$ cat src/rtl/vai_c1tx_arbiter_if.sv
// Request/issue bundle between the sub-AFU Tx auditors and the shared c1 Tx stage.
// master drives the per-requester packets; slave is the arbiter.
interface vai_c1tx_arbiter_if #(
  parameter int NUM_REQ = 8,
  parameter int PKT_W   = 64
);
  localparam int VW = $clog2(NUM_REQ);

  logic [NUM_REQ-1:0]       req_valid;
  logic [NUM_REQ-1:0]       req_last;
  logic [NUM_REQ*PKT_W-1:0] req_pkt;
  logic [NUM_REQ-1:0]       req_mask;
  logic [NUM_REQ-1:0]       req_almfull;
  logic                     tx_almfull;
  logic                     out_valid;
  logic [PKT_W-1:0]         out_pkt;
  logic [VW-1:0]            out_vmid;
  logic                     out_last;
  logic [NUM_REQ-1:0]       overflow_err;

  modport master (
    output req_valid, req_last, req_pkt, req_mask, tx_almfull,
    input  req_almfull, out_valid, out_pkt, out_vmid, out_last, overflow_err
  );

  modport slave (
    input  req_valid, req_last, req_pkt, req_mask, tx_almfull,
    output req_almfull, out_valid, out_pkt, out_vmid, out_last, overflow_err
  );
endinterface

$ cat src/rtl/vai_c1tx_arbiter.sv
// Round-robin c1 Tx arbiter with per-requester FIFOs; bursts are never interleaved.
// Write-to-out_valid latency is 2 cycles; tx_almfull stalls all pops and keeps any burst lock.
module vai_c1tx_arbiter #(
  parameter int NUM_REQ       = 8,
  parameter int PKT_W         = 64,
  parameter int DEPTH         = 4,
  parameter int ALMFULL_SLACK = 2
) (
  input  logic                  clk,
  input  logic                  reset,
  vai_c1tx_arbiter_if.slave     bus
);
  localparam int AW = $clog2(DEPTH);
  localparam int CW = AW + 1;
  localparam int VW = $clog2(NUM_REQ);
  localparam logic [CW-1:0] FULL_CNT = CW'(DEPTH);
  localparam logic [CW-1:0] AF_CNT   = CW'(DEPTH - ALMFULL_SLACK);

  typedef enum logic {ARB, LOCKED} state_t;

  state_t          state, state_nxt;
  logic [VW-1:0]   owner, owner_nxt, rr_ptr, rr_nxt;

  // Each entry is {pkt, last}
  logic [PKT_W:0]  mem    [NUM_REQ][DEPTH];
  logic [AW-1:0]   wr_ptr [NUM_REQ];
  logic [AW-1:0]   rd_ptr [NUM_REQ];
  logic [CW-1:0]   count  [NUM_REQ];

  logic [NUM_REQ-1:0] eligible, push, accept, pop_sel;
  logic               pop_vld;
  logic [VW-1:0]      pop_idx, cand;
  logic [PKT_W:0]     head;

  always_comb begin
    eligible = '0;
    push     = '0;
    accept   = '0;
    pop_sel  = '0;
    for (int i = 0; i < NUM_REQ; i++) begin
      eligible[i] = (count[i] != '0) & ~bus.req_mask[i];
      push[i]     = bus.req_valid[i] & ~bus.req_mask[i];
      pop_sel[i]  = pop_vld && (pop_idx == VW'(i));
      // A pop in the same cycle frees the slot, so a full FIFO still accepts
      accept[i]   = push[i] & ((count[i] != FULL_CNT) | pop_sel[i]);
    end
  end

  assign head = mem[pop_idx][rd_ptr[pop_idx]];

  always_ff @(posedge clk) begin
    if (reset) begin
      state  <= ARB;
      owner  <= '0;
      rr_ptr <= VW'(NUM_REQ - 1);
    end else begin
      state  <= state_nxt;
      owner  <= owner_nxt;
      rr_ptr <= rr_nxt;
    end
  end

  always_comb begin
    state_nxt = state;
    owner_nxt = owner;
    rr_nxt    = rr_ptr;
    case (state)
      ARB: begin
        if (pop_vld) begin
          if (head[0]) begin
            rr_nxt = pop_idx;
          end else begin
            state_nxt = LOCKED;
            owner_nxt = pop_idx;
          end
        end
      end
      LOCKED: begin
        // Masking the owner aborts its burst without emitting a last beat
        if (bus.req_mask[owner] || (pop_vld && head[0])) begin
          state_nxt = ARB;
          rr_nxt    = owner;
        end
      end
      default: state_nxt = ARB;
    endcase
  end

  always_comb begin
    pop_vld = 1'b0;
    pop_idx = '0;
    cand    = '0;
    if (!bus.tx_almfull) begin
      if (state == LOCKED) begin
        pop_vld = eligible[owner];
        pop_idx = owner;
      end else begin
        for (int k = 1; k <= NUM_REQ; k++) begin
          cand = VW'((int'(rr_ptr) + k) % NUM_REQ);
          if (!pop_vld && eligible[cand]) begin
            pop_vld = 1'b1;
            pop_idx = cand;
          end
        end
      end
    end
  end

  always_ff @(posedge clk) begin
    for (int i = 0; i < NUM_REQ; i++) begin
      if (accept[i]) mem[i][wr_ptr[i]] <= {bus.req_pkt[i*PKT_W +: PKT_W], bus.req_last[i]};
    end
  end

  always_ff @(posedge clk) begin
    if (reset) begin
      for (int i = 0; i < NUM_REQ; i++) begin
        count[i]  <= '0;
        wr_ptr[i] <= '0;
        rd_ptr[i] <= '0;
      end
      bus.req_almfull  <= '0;
      bus.overflow_err <= '0;
    end else begin
      for (int i = 0; i < NUM_REQ; i++) begin
        if (bus.req_mask[i]) begin
          count[i]  <= '0;
          wr_ptr[i] <= '0;
          rd_ptr[i] <= '0;
        end else begin
          if (accept[i])  wr_ptr[i] <= wr_ptr[i] + AW'(1);
          if (pop_sel[i]) rd_ptr[i] <= rd_ptr[i] + AW'(1);
          count[i] <= count[i] + CW'(accept[i]) - CW'(pop_sel[i]);
          if (push[i] & ~accept[i]) bus.overflow_err[i] <= 1'b1;
        end
        bus.req_almfull[i] <= (count[i] >= AF_CNT) | bus.req_mask[i];
      end
    end
  end

  always_ff @(posedge clk) begin
    if (reset) begin
      bus.out_valid <= 1'b0;
      bus.out_pkt   <= '0;
      bus.out_vmid  <= '0;
      bus.out_last  <= 1'b0;
    end else begin
      bus.out_valid <= pop_vld;
      if (pop_vld) begin
        bus.out_pkt  <= head[PKT_W:1];
        bus.out_last <= head[0];
        bus.out_vmid <= pop_idx;
      end
    end
  end
endmodule

$ cat src/flat_wrapper.sv
// flat-port wrapper written by rule: the top's interface ports become plain ports
module vai_c1tx_arbiter_flat 
#(
  parameter int NUM_REQ       = 8,
  parameter int PKT_W         = 64,
  parameter int DEPTH         = 4,
  parameter int ALMFULL_SLACK = 2
)
  (clk, reset, bus_req_valid, bus_req_last, bus_req_pkt, bus_req_mask, bus_tx_almfull, bus_req_almfull, bus_out_valid, bus_out_pkt, bus_out_vmid, bus_out_last, bus_overflow_err);
  vai_c1tx_arbiter_if #(.NUM_REQ(NUM_REQ), .PKT_W(PKT_W)) bus_i ();
  input  logic clk;
  input  logic reset;
  input wire logic [$bits(bus_i.req_valid)-1:0] bus_req_valid;
  input wire logic [$bits(bus_i.req_last)-1:0] bus_req_last;
  input wire logic [$bits(bus_i.req_pkt)-1:0] bus_req_pkt;
  input wire logic [$bits(bus_i.req_mask)-1:0] bus_req_mask;
  input wire logic [$bits(bus_i.tx_almfull)-1:0] bus_tx_almfull;
  output wire logic [$bits(bus_i.req_almfull)-1:0] bus_req_almfull;
  output wire logic [$bits(bus_i.out_valid)-1:0] bus_out_valid;
  output wire logic [$bits(bus_i.out_pkt)-1:0] bus_out_pkt;
  output wire logic [$bits(bus_i.out_vmid)-1:0] bus_out_vmid;
  output wire logic [$bits(bus_i.out_last)-1:0] bus_out_last;
  output wire logic [$bits(bus_i.overflow_err)-1:0] bus_overflow_err;
  assign bus_i.req_valid = bus_req_valid;
  assign bus_i.req_last = bus_req_last;
  assign bus_i.req_pkt = bus_req_pkt;
  assign bus_i.req_mask = bus_req_mask;
  assign bus_i.tx_almfull = bus_tx_almfull;
  assign bus_req_almfull = bus_i.req_almfull;
  assign bus_out_valid = bus_i.out_valid;
  assign bus_out_pkt = bus_i.out_pkt;
  assign bus_out_vmid = bus_i.out_vmid;
  assign bus_out_last = bus_i.out_last;
  assign bus_overflow_err = bus_i.overflow_err;
  vai_c1tx_arbiter #(.NUM_REQ(NUM_REQ), .PKT_W(PKT_W), .DEPTH(DEPTH), .ALMFULL_SLACK(ALMFULL_SLACK)) u_core (.clk(clk), .reset(reset), .bus(bus_i));
endmodule
$ cat config.mk
export PLATFORM = sky130hd
export DESIGN_NAME = vai_c1tx_arbiter_flat
export DESIGN_NICKNAME = d
export VERILOG_FILES = /design/src/rtl/vai_c1tx_arbiter_if.sv /design/src/rtl/vai_c1tx_arbiter.sv /design/src/flat_wrapper.sv
export SDC_FILE = /design/constraint.sdc
export NUM_CORES = 2
export LEC_CHECK = 0
export ABC_AREA = 1
export BUFFER_PORTS_ARGS = -buffer_cell sky130_fd_sc_hd__clkbuf_2
export CORE_ASPECT_RATIO = 1.1
export CORE_MARGIN = 3
export CORE_UTILIZATION = 55
export CTS_CLUSTER_SIZE = 16
export DETAILED_ROUTE_END_ITERATION = 10
export PLACE_DENSITY_LB_ADDON = 0.1
export SLEW_MARGIN = 20
export SYNTH_ARGS = -nofsm -noshare
export SYNTH_HDL_FRONTEND = slang
export SYNTH_SLANG_ARGS = --single-unit
$ cat constraint.sdc
create_clock -name clk -period 9.4 [get_ports clk]
set_input_delay 1.88 -clock clk [delete_from_list [all_inputs] [get_ports clk]]
set_output_delay 1.88 -clock clk [all_outputs]
set_load 0.1 [all_outputs]
# Yosys cells after proc, flatten, opt, wreduce, memory -nomap -nowiden
# Memory sizes are Yosys's and may differ from the RTL's.
# Cells that the tools add are included.
# word_totals
regBits,92
latch_bits,0
ram_bits,2136
rom_bits,0
inputBits,539
output_inout_bits,85
elab_cells,537
n_memories,4
# mem_list
name,words,width,read_ports,rd_clocked_by_memory_dff,wr,line,text
u_core.mem,8,260,1,0,8,vai_c1tx_arbiter.sv:25,logic [PKT_W:0] mem [NUM_REQ][DEPTH];
u_core.count,8,3,8,0,8,vai_c1tx_arbiter.sv:28,logic [CW-1:0] count [NUM_REQ];
u_core.rd_ptr,8,2,9,0,8,vai_c1tx_arbiter.sv:27,logic [AW-1:0] rd_ptr [NUM_REQ];
u_core.wr_ptr,8,2,8,0,8,vai_c1tx_arbiter.sv:26,logic [AW-1:0] wr_ptr [NUM_REQ];
# op_classes
addsub,40
multipliers,0
n_div,0
magnitude_cmp,34
n_eq_ne,18
n_shift,0
mux,251
n_bitwise,123
reduce_logical,51
# op_table
op,n
two-way mux 260 bit,8
demux 65 bit (select 2 bit),8
two-way mux 65 bit,10
two-way mux 1 bit,151
binary-select mux 65 bit (select 2 bit),1
two-way mux 3 bit,29
two-way mux 2 bit,32
OR 1 bit,64
< comparator 3 x 4 -> 1 bit (second input constant),9
adder 2 x 1 -> 2 bit (second input constant),16
AND 1 bit,32
binary-select mux 1 bit (select 3 bit),10
>= comparator 3 bit (second input constant),9
NOT 2 -> 3 bit,9
adder 3 x 1 -> 3 bit,8
>= comparator 3 x 2 -> 1 bit (second input constant),8
logical AND 1 bit,24
< comparator 3 x 1 -> 1 bit (second input constant),8
!= test 3 bit (second input constant),8
nonzero test 3 bit,8
subtractor 3 x 1 -> 3 bit,8
NOT 1 bit,18
AND reduction 2 bit,8
adder 3 bit (second input constant),4
13 further kinds,27

# Longest topological paths before layout
# logic_depth
depth_word,51
mapped_depth,33
depth_no_buf,31

# Least setup slack after synthesis
# No wires, ideal clock.
# synth_path
path_kind,input -> register
startpoint,in bus_req_mask[7]
endpoint,"mem u_core.mem[2][0] (netlist name), enable pin"
setup_ns,0.489
t_arrival_ns,6.801
required_ns,8.911
path_slack_ns,2.110
path_stages,23
path_buffers,1
path_cell_list,inv_1 > nand3_1 > nand3_1 > nand3_1 > nand2_2 > nor2_4 > nand4_4 > nor2_4 > nand2_1 > o21ai_1 > inv_1 > nand2_1 > nand2_2 > nand2_4 > nand2_4 > nor2_8 > buf_4 > inv_2 > nor2_2 > inv_1 > nand3_1 > nand3_2 > nor2_1
# synth_rtl
item,line,text
start: declaration,flat_wrapper.sv:16,input wire logic [$bits(bus_i.req_mask)-1:0] bus_req_mask;
end: declaration,vai_c1tx_arbiter.sv:25,

==> metrics.md <==
| Metric | Value |
|---|---|
| Total Power | `35,200 µW` |
| Synth Cell Area | `0.0878 mm²` |
| WS Path Type | `flip-flop to flip-flop` |
| Worst Path Required | `9.90 ns` |
| Net Sw Power | `15,100 µW` |
| Die width | `387 µm` |
| Final GP Congestion | `0.877` |
| CTS max path bufs | `3` |
| FF-to-FF Start | `u_core.rr_ptr[0]` |
| Grt ovf | `0` |
| R2R depth | `24` |
| Core ar. | `0.158 mm²` |
| Antenna-violating nets left | `0` |
| Fin util | `0.635` |
| Vias in the first global route | `57,877` |
| Critical path origin | `u_core.rr_ptr[0]` |
| Clock transition at path regs | `0.07 ns` |
| Post-detail-place hpwl | `173,000 µm` |
| # fillers | `12,137` |
| Pre-Repair DR Iteration Count | `6` |
| Largest net degree at the start of global routing | `201` |
| Unrepaired setup endpoints after global routing | `false` |
| Area delta synth->final | `14.6%` |
| Die Y-Extent | `425 µm` |
| Top cell type by total area after synthesis | `edfxtp_1` |
| Peak supply drop | `0.646 mV` |
| Final min period | `6.66 ns` |
| Routed vias | `60,450` |
| Worst Hold Class | `flip-flop to flip-flop` |
| Setup_tns | `0 ns` |
| Netlist cell types | `43` |
| Measured slew at the worst slew-check pin | `1.26 ns` |
| Top Ports | `624` |
| Skew final | `0.0369 ns` |
| Seq pwr share | `0.328` |
| Port buffer count | `623` |
| Max-Cap Viols | `0` |
| Starting Density | `0.555` |
| Relative slew margins | `0.157` |
| Final Hold Violating Endpoints | `0` |
| Seq/Total Area, Yosys | `0.751` |
| Avg Cell Area, Syn | `12.5 µm²` |
| CTS resizes | `0` |
| Clock sink total | `2,228` |
| Mapped Cells | `7,012` |
| Synth warn | `0` |
| Worst R2R End | `u_core.mem[6][243]` |
| DR vias/cell | `6.06` |
| Maximum clock frequency | `150 MHz` |
| Final setup violation count | `0` |
| Commonest non-fill, non-tap cell in the layout | `nand2_1` |
| Initial DRC count | `7,708` |
| Postcts setup bufs | `0` |
| Status | `complete, no violations` |
| Power per Cell Area | `350 mW/mm²` |
| Clock root cell | `clkbuf_16` |
| Int Power | `20,100 µW` |
| First-pass GRT wire length | `414,000 µm` |
| Clk_lat worst skew | `0.86 ns` |
| GRT Util Overall | `0.353` |
| CTS tree | `built` |
| Clk pwr share | `0.242` |
| Sw frac | `0.429` |
| Cts hold-fix bufs | `0` |
| Post-synth top area share | `0.730` |
| H-tree levels | `4` |
| Max FO, Critical Path | `45` |
| Remaining DRCs | `0` |
| Reg2reg setup slack | `2.74 ns` |
| # nets final | `8,214` |
| CP startpoint kind | `flip-flop` |
| Layout cell share with drive strength beyond 1 | `0.145` |
| Number of synthesized register bits | `2,228` |
| Worst setup path end | `u_core.mem[6][243]` |
| Leakage | `0.0364 µW` |
| TritonCTS Buffers | `210` |
| Final wirelength | `294,000 µm` |
| Antenna violations before repair | `100` |
| Top post-synthesis cells by area | `edfxtp_1 73%, nand2_1 11%, nand4_1 3.2%` |
| DIE AREA | `0.164 mm²` |
| Most frequent cells in the layout | `2,474 x nand2_1, 2,136 x edfxtp_1, 622 x clkbuf_2, 452 x nand3_1, 447 x nand4_1` |
| WL per Instance | `29.4 µm` |
| CP endpoint kind | `flip-flop` |
| WP data arrival | `7.15 ns` |
| Comb pwr share | `0.430` |
| Fin crit share | `0.708` |
| Slew Limit Fails | `0` |
| Number of cell rows | `153` |
==> synthesized netlist by cell type <==
library cell	number
nand2_1	2477
edfxtp_1	2136
nand3_1	452
nand4_1	447
nor2_1	296
buf_2	235
inv_1	234
a21oi_1	180
dfxtp_1	92
clkbuf_1	78
ha_1	57
a22oi_1	55
o211ai_1	45
o21ai_1	43
buf_4	24
inv_2	23
buf_1	19
xnor2_1	13
o21ai_0	12
nand3_2	10
nand2_2	9
fa_1	8
o21a_1	8
a21o_1	7
buf_6	7
a31oi_1	6
nand3b_1	6
nand2_4	5
nor3_1	4
xor2_1	4
nor2_2	3
nor2_4	3
or2_1	3
nor2_8	2
a21oi_4	1
a221o_1	1
conb_1	1
nand3_4	1
nand4_4	1
o21ai_2	1
o21bai_1	1
o22ai_1	1
xor2_2	1
==> flip-flops by register name (all words and copies together), names as in the netlist <==
register                 cells
u_core.owner                 3
u_core.count                24
u_core.mem                2080
u_core.rd_ptr               16
u_core.rr_ptr                3
u_core.wr_ptr               16
u_core.bus.overflow_err      8
u_core.bus.req_almfull       8
u_core.bus.out_valid         1
u_core.bus.out_pkt          64
u_core.bus.out_vmid          3
u_core.state                 1
u_core.bus.out_last          1
==> power groups by stage <==
stage	Sequential [µW]	Combinational, µW	Clock, µW
final	11500	15100	8510
after floorplan	12400	9560	0
after detailed placement	11700	14800	0
after CTS	11500	14800	8550
after global placement	11700	14600	0
after global routing	11500	16200	8950
==> how the worst min path moves through the flow <==
stage	startpoint	endpoint	slack (ns)	depth (start not counted)
2_1_floorplan	u_core.owner[2]	u_core.owner[2]	0.48	2
3_3_place_gp	u_core.bus.overflow_err[6]	u_core.bus.overflow_err[6]	0.45	1
3_5_place_dp	u_core.bus.overflow_err[6]	u_core.bus.overflow_err[6]	0.45	1
4_1_cts	u_core.bus.overflow_err[6]	u_core.bus.overflow_err[6]	0.47	1
5_1_grt	u_core.bus.overflow_err[6]	u_core.bus.overflow_err[6]	0.47	1
6_report	u_core.bus.overflow_err[6]	u_core.bus.overflow_err[6]	0.46	1
==> cell families (layout without fill, tap and decap cells) <==
| family | Yosys count | after routing | share of synthesized area |
|---|---|---|---|
| AOI/OAI and AO/OA | 361 | 361 | 0.0242 |
| xor gates and xnor gates | 18 | 18 | 0.00188 |
| other | 1 | 104 | 0.0000427 |
| buffers and inverters | 620 | 1383 | 0.0315 |
| DFF | 2228 | 2228 | 0.751 |
| and+or+nand+nor | 3719 | 3719 | 0.181 |
| adders and majority gates | 65 | 65 | 0.00995 |
==> per-stage QoR <==
| stage | area (µm²) | hold WS [ns] | setup WS (ns) | instances |
|---|---|---|---|---|
| 2_1_floorplan | 87900 | 0.478 | 2.11 | 7035 |
| 3_5_place_dp | 93500 | 0.453 | 2.15 | 9489 |
| 3_3_place_gp | 93300 | 0.449 | 2.01 | 9484 |
| 4_1_cts | 100000 | 0.467 | 2.76 | 9889 |
| 6_report | 101000 | 0.463 | 2.74 | 9970 |
| 5_1_grt | 101000 | 0.475 | 2.46 | 9935 |
==> layer usage <==
layer | routed length (µm) | vias up | share of wire | global-route usage
li1 | - | 26024 | - | -
met5 | 253 | - | 0.00086 | 0
met1 | 110000 | 29913 | 0.38 | 0.474
met2 | 136000 | 3837 | 0.46 | 0.551
met3 | 34300 | 638 | 0.12 | 0.0879
met4 | 12400 | 38 | 0.042 | 0.156
==> cell type report <==
cell class	count	area [µm²]	area share
diodes	80	200	0.00199
flip-flops and latches	2228	66000	0.656
well taps	2092	2620	0.0260
inverters	257	980	0.00974
repair buffers	726	4470	0.0444
clock buffers	307	6010	0.0597
multi-input cells	4187	19400	0.193
clock inverters	93	907	0.00902
==> worst max-delay path: stages (launching register included) <==
cell and delay (ns):
dfxtp_1 0.68, inv_2 0.25, ha_1 0.48, inv_1 0.25, nand3_1 0.14, nand2_1 0.16, nand2_1 0.07, nand2_1 0.14
nand4_4 0.16, nor2_4 0.16, nand2_1 0.12, o21ai_1 0.13, inv_1 0.05, nand2_1 0.06, nand2_2 0.07, nand2_4 0.12
nand2_4 0.17, nor2_8 0.68, inv_2 0.10, nor2_2 0.26, inv_2 0.09, nand3_1 0.13, nand3_2 0.32, nor2_4 0.94
buf_4 0.51
Note: power is estimated with default switching activity, not from simulation.
